## src/rtl/skid_reg.sv

```systemverilog
// Elastic two-entry pipeline register (main + skid) with valid/ready on both sides; SKID_STATS_EN adds stall_cnt.
// Latency: one cycle from accept to out_valid; one transfer per cycle in steady state.
// Backpressure: in_ready is decoded from the state register only, so it has no combinational path from out_ready.
module skid_reg #(
  parameter int           N         = 32,
  parameter logic [N-1:0] RESET_VAL = {N{1'b0}},
  parameter int           CNT_W     = 16
) (
  input  logic             clk,
  input  logic             reset,
  input  logic             flush,
  input  logic             in_valid,
  output logic             in_ready,
  input  logic [N-1:0]     in,
  output logic             out_valid,
  input  logic             out_ready,
  output logic [N-1:0]     out
`ifdef SKID_STATS_EN
  ,
  output logic [CNT_W-1:0] stall_cnt
`endif
);

  typedef enum logic [1:0] {
    EMPTY = 2'd0,
    BUSY  = 2'd1,
    FULL  = 2'd2
  } state_t;

  state_t         state;
  logic [N-1:0]   main_q;
  logic [N-1:0]   skid_q;
  logic           accept;
  logic           send;

  if (N < 1 || CNT_W < 1) begin : g_bad_param
    $error("skid_reg: N and CNT_W must be at least 1");
  end

  assign in_ready  = (state != FULL);
  assign out_valid = (state != EMPTY);
  assign out       = main_q;
  assign accept    = in_valid & in_ready;
  assign send      = out_valid & out_ready;

  // Flush only clears validity; the data registers keep whatever they held.
  always_ff @(posedge clk or posedge reset) begin
    if (reset) begin
      state  <= EMPTY;
      main_q <= RESET_VAL;
      skid_q <= RESET_VAL;
    end else if (flush) begin
      state <= EMPTY;
    end else begin
      case (state)
        EMPTY: begin
          if (accept) begin
            state  <= BUSY;
            main_q <= in;
          end
        end
        BUSY: begin
          if (accept && send) begin
            main_q <= in;
          end else if (accept) begin
            state  <= FULL;
            skid_q <= in;
          end else if (send) begin
            state <= EMPTY;
          end
        end
        FULL: begin
          if (send) begin
            state  <= BUSY;
            main_q <= skid_q;
          end
        end
        default: state <= EMPTY;
      endcase
    end
  end

`ifdef SKID_STATS_EN
  // Saturating count of cycles where downstream holds off valid data.
  always_ff @(posedge clk or posedge reset) begin
    if (reset) begin
      stall_cnt <= '0;
    end else if (out_valid && !out_ready && (stall_cnt != {CNT_W{1'b1}})) begin
      stall_cnt <= stall_cnt + 1'b1;
    end
  end
`endif

endmodule

```

## config.mk

```make
export PLATFORM = sky130hd
export DESIGN_NAME = skid_reg
export DESIGN_NICKNAME = d
export VERILOG_FILES = /design/src/rtl/skid_reg.sv
export SDC_FILE = /design/constraint.sdc
export NUM_CORES = 1
export LEC_CHECK = 0
export CORE_MARGIN = 5
export CORE_UTILIZATION = 52
export CTS_BUF_LIST = sky130_fd_sc_hd__clkbuf_4
export DETAILED_ROUTE_END_ITERATION = 12
export GPL_TIMING_DRIVEN = 0
export PLACE_DENSITY_LB_ADDON = 0.12
export SLEW_MARGIN = 40
export SYNTH_ARGS = -nofsm -noshare
export SYNTH_HDL_FRONTEND = slang
export SYNTH_SLANG_ARGS = --single-unit
```

## constraint.sdc

```tcl
create_clock -name clk -period 2.42 [get_ports clk]
set_input_delay 0.484 -clock clk [delete_from_list [all_inputs] [get_ports clk]]
set_output_delay 0.484 -clock clk [all_outputs]
set_load 0.03 [all_outputs]
```

== Yosys cells after proc, flatten, opt, wreduce, memory -nomap -nowiden ==
Cells that the tools add are included.

* Bits in registers: 66
* Input port bits: 37
* Output and inout bits: 34
* Word-level logic and storage cells: 35

* Equal/unequal tests: 10
* Mux-type cells: 11
* Bitwise gates (word level): 4
* Reductions and logical operators: 7

{| class="wikitable"
|+ Operator list
! cell !! count
|-
| $mux 32 || 3
|-
| $pmux 32 s3 || 1
|-
| $mux 2 || 6
|-
| $ne 3x3->1 const B || 3
|-
| $ne 2x2->1 const B || 4
|-
| $reduce_and 4->1 || 2
|-
| $pmux 2 s3 || 1
|-
| $reduce_and 5->1 || 1
|-
| $ne 4x4->1 const B || 1
|-
| $reduce_bool 3->1 || 1
|-
| $and 1x1->1 || 2
|-
| $eq 2x1->1 const B || 1
|-
| $eq 2x2->1 const B || 1
|-
| $logic_not 2->1 || 1
|-
| $not 1->1 || 2
|-
| $reduce_bool 2->1 || 1
|-
| $logic_and 1x1->1 || 1
|}

== Longest topological paths before layout ==
* Depth in word-level cells: 7
* Mapped depth: 5
* Depth with buffers taken out: 4

== Worst setup path before layout ==
Ideal clock, no wire load.

* Kind: input-to-reg
* Start point: in out_ready
* End point: reg skid_q[11]
* Setup time: 125 ps
* Data arrival time: 1501 ps
* Required time: 2295 ps
* Slack: 794 ps
* Stages: 4
* Path buffers: 1
* Cells stage by stage: nand2b_2 > nor3b_4 > buf_6 > mux2_2

* Cells in the longest elaborated chain, start to end: 4

{| class="wikitable"
|+ RTL lines
! element !! line !! source
|-
| start, declared || 16 || <nowiki>input logic out_ready,</nowiki>
|-
| $and 1x1->1 || 44 || <nowiki>assign send = out_valid & out_ready;</nowiki>
|-
| $logic_and 1x1->1 || 63 || <nowiki>if (accept && send) begin</nowiki>
|-
| $not 1->1 (no source line) || n/a ||
|-
| $reduce_and 4->1 (no source line) || n/a ||
|-
| end signal, assigned || 67 || <nowiki>skid_q <= in;</nowiki>
|-
| end, declared || 32 || <nowiki>logic [N-1:0] skid_q;</nowiki>
|}

No other way between the ends.
A chain may end at the register's enable or synchronous reset.

== Worst setup path in the final report ==
* Start point: reg state[1]
* End point: out out_valid

* Cells in the longest elaborated chain, start to end: 1

{| class="wikitable"
|+ RTL lines
! element !! line !! source
|-
| start, declared || 30 || <nowiki>state_t state;</nowiki>
|-
| start signal, assigned || 49 || <nowiki>state <= EMPTY;</nowiki>
|-
| start signal, assigned || 53 || <nowiki>state <= EMPTY;</nowiki>
|-
| start signal, assigned || 58 || <nowiki>state <= BUSY;</nowiki>
|-
| $reduce_bool 2->1 || 41 || <nowiki>assign out_valid = (state != EMPTY);</nowiki>
|-
| end, declared || 15 || <nowiki>output logic out_valid,</nowiki>
|}

No other way between the ends.

==> metrics.csv <==
stage,metric,value,unit
route,routed_wl,5530,µm
sta,period_minus_slack,2230,ps
sta,finClkSkew,9.49,ps
cts,cts_sinks,66,
run,maxCapViolCount,0,
synthesis,ys_warn_count,0,
worst_setup_path,required,1940,ps
floorplan,die_area,7790,µm²
synthesis,synth_edf_count,0,
synthesis,yosys.area.top_type,dfrtp_1,
worst_setup_path,rrSetupSlack,730,ps
worst_setup_path,cp_slowest_cell,clkdlybuf4s50_1,
worst_setup_path,cp.arrival,1740,ps
synthesis,yosys-top-cells-count,"dfrtp_1, mux2_4, mux2_2",
cts,cts_tree,done,
placed_design,placed_area,4000,µm²
cts,path_clk_slew,110,ps
global_routing,grt_overflow,0,
worst_setup_path,cp_max_fo,6,
worst_setup_path,crit_path_cell_trace,or2_2 -> clkdlybuf4s50_1,
global_routing,grt.total_usage,16.1,%
sta,fmax,449,MHz
final_layout,fillerInstances,446,
sta,drv_slew,0,
worst_setup_path,worst_setup_path_start_kind,flip-flop,
worst_setup_path,cp-startpoint,state[1]$_DFFE_PP0P_,
route,ant_nets,0,
power_and_ir_drop,power.leakage,1.90,nW
synthesis,syn_avg_cell_area,17.0,µm²
final_layout,antennaDiodeCount,0,
final_layout,postLayoutCellArea,4150,µm²
cts,cts-buffers-inserted,9,
global_routing,antenna_found_initial,0,
worst_setup_path,max_stage_delay,590,ps
cts,cts_setup_buffers,0,
synthesis,synth-simple-area-share,2.47,%
synthesis,syn-num-nets,225,
global_routing,grt_pass1_wl,9470,µm
final_layout,multi_input_area,1410,µm²
route,drt_iter0_markers,28,
synthesis,synthFlopType,dfrtp_1,
floorplan,ioPinCount,71,
worst_setup_path,crit_path_end_kind,primary output,
worst_setup_path,r2r-end,skid_q[12]$_DFFE_PP0P_,
cts,clock_path_buffers,2,
synthesis,syn_area,3190,µm²
route,drcViolationCount,0,
synthesis,synth_top_family_by_area,multiplexers,
floorplan,initial_core_util,53.5,%
sta,max_slew_margin,68.0,%
sta,rsz0062_at_grt,false,
worst_hold_path,hp-class,in2async,
synthesis,synth_adder_area_share,0,%
synthesis,ys_types,20,
synthesis,synth_xor_area_share,0,%
synthesis,synth_seq_cells,66,
sta,post-route-period-util,92.0,%
cts,root_buffer,clkbuf_4,
placed_design,place_congestion,0.697,
synthesis,synthCells,188,
route,vias,1722,
floorplan,die_x,88.3,µm
sta,setup_violations,0,
route,first_pass_iters,3,
synthesis,async_flop_share,100,%
worst_setup_path,rr_startpoint,state[1]$_DFFE_PP0P_,
cts,h-tree-depth,3,
run_status,status,"complete, no violations",
final_layout,area_growth,30.3,%
floorplan,core,5960,µm²
synthesis,synth.most_common_cell,dfrtp_1,
sta,worstMarginPinSlew,480,ps
global_routing,grt_max_degree,39,
floorplan,dieHeight,88.3,µm
route,via_per_inst,4.92,
power_and_ir_drop,powerDensity,798,nW/µm²
synthesis,synth.mux.area_fraction,40.5,%
placed_design,hpwl,3930,µm
worst_setup_path,crit_end,out_valid,
sta,hold_viol_final,0,
synthesis,ys_seq_area_share,51.8,%
cts,clk_latency,390,ps
worst_setup_path,criticalPathCategory,reg2out,
global_routing,grt_pass1_vias,1866,
floorplan,rows,28,
cts,cts_hold_buf,0,
final_layout,fin_util,69.7,%
synthesis,synth_compound_area_share,1.18,%
final_layout,nNetsFinal,307,
placed_design,port_buffers,70,
cts,cts_resized,1,
final_layout,drive_above_1_share,45.5,%
synthesis,synthTopCellsByArea,"dfrtp_1, mux2_4, mux2_2",
power_and_ir_drop,peakVddDrop,0.000460,V
worst_setup_path,reg2reg_depth,4,
final_layout,seq_area,1650,µm²
route,routedWlPerCell,15.8,µm
synthesis,synth_top_area_share,51.8,%
## power by group
group	total (mW)	internal [mW]	switching [mW]
Clock	0.784	0.407	0.377
Sequential	1.51	1.37	0.142
Combinational	1.02	0.580	0.435
Total	3.31	2.36	0.954
## state kept, by name (all words and copies together), names as in the netlist
register,flops
out,32
skid_q,32
state,2
## cells by family (layout without fill, tap and decap cells)
family / count (synthesis) / count (layout)
multiplexers: 96 / 96
buffers and inverters: 11 / 98
flip-flops: 66 / 66
AND/OR/NAND/NOR: 11 / 11
AO/OA/AOI/OAI: 4 / 4
## per-stage QoR
step	setup WS [ps]	hold WS (ps)	total power, mW	std cells	TNS (ps)
finish	193	464	3.31	350	0
global route	104	481	3.49	350	0
CTS	155	460	3.36	350	0
detailed placement	116	492	2.57	334	0
global placement	-922	487	2.53	333	-60630
floorplan	281	477	2.17	188	0
## worst min-delay path by stage
stage,start,endpoint,cells after the start
after global routing,reset,out[31]$_DFFE_PP0P_,2
after CTS,reset,out[31]$_DFFE_PP0P_,2
after detailed placement,skid_q[19]$_DFFE_PP0P_,skid_q[19]$_DFFE_PP0P_,1
final,reset,out[31]$_DFFE_PP0P_,2
after floorplan,skid_q[18]$_DFFE_PP0P_,skid_q[18]$_DFFE_PP0P_,1
after global placement,skid_q[19]$_DFFE_PP0P_,skid_q[19]$_DFFE_PP0P_,1
## worst max-delay path: cells and delay by family, from the launching register on
kind          cells  cell delay, ps
simple gates      1             310
buf+inv           1             590
flops             1             450
## placed cells by master, fill, tap and decap left out, drive strengths merged, types with 2 or more instances in the layout
cell type and n:
nand2b 2, nand2 2, dfrtp 66, bufinv 2
mux2 96, buf 11, a21oi 2, clkdlybuf4s50 69
clkbuf 9, or2 2, clkinv 4
## layout make-up
type	count	share of cell area, %
Clock buffer	9	1.63
Tap cell	75	2.26
Buffer	10	2.98
Inverter	1	0.151
Sequential cell	66	39.8
Timing Repair Buffer	71	17.3
Multi-Input combinational cell	111	33.9
Clock inverter	7	2.02
## metal layers
metal / global-route usage, % / wire length [µm] / vias to the layer above
li1: - / - / 830
met1: 22.3 / 2540 / 839
met2: 23.9 / 2550 / 43
met3: 3.91 / 349 / 10
met4: 7.83 / 91 / 0
met5: 0 / 0 / -
Power figures use the tool's default switching activity.
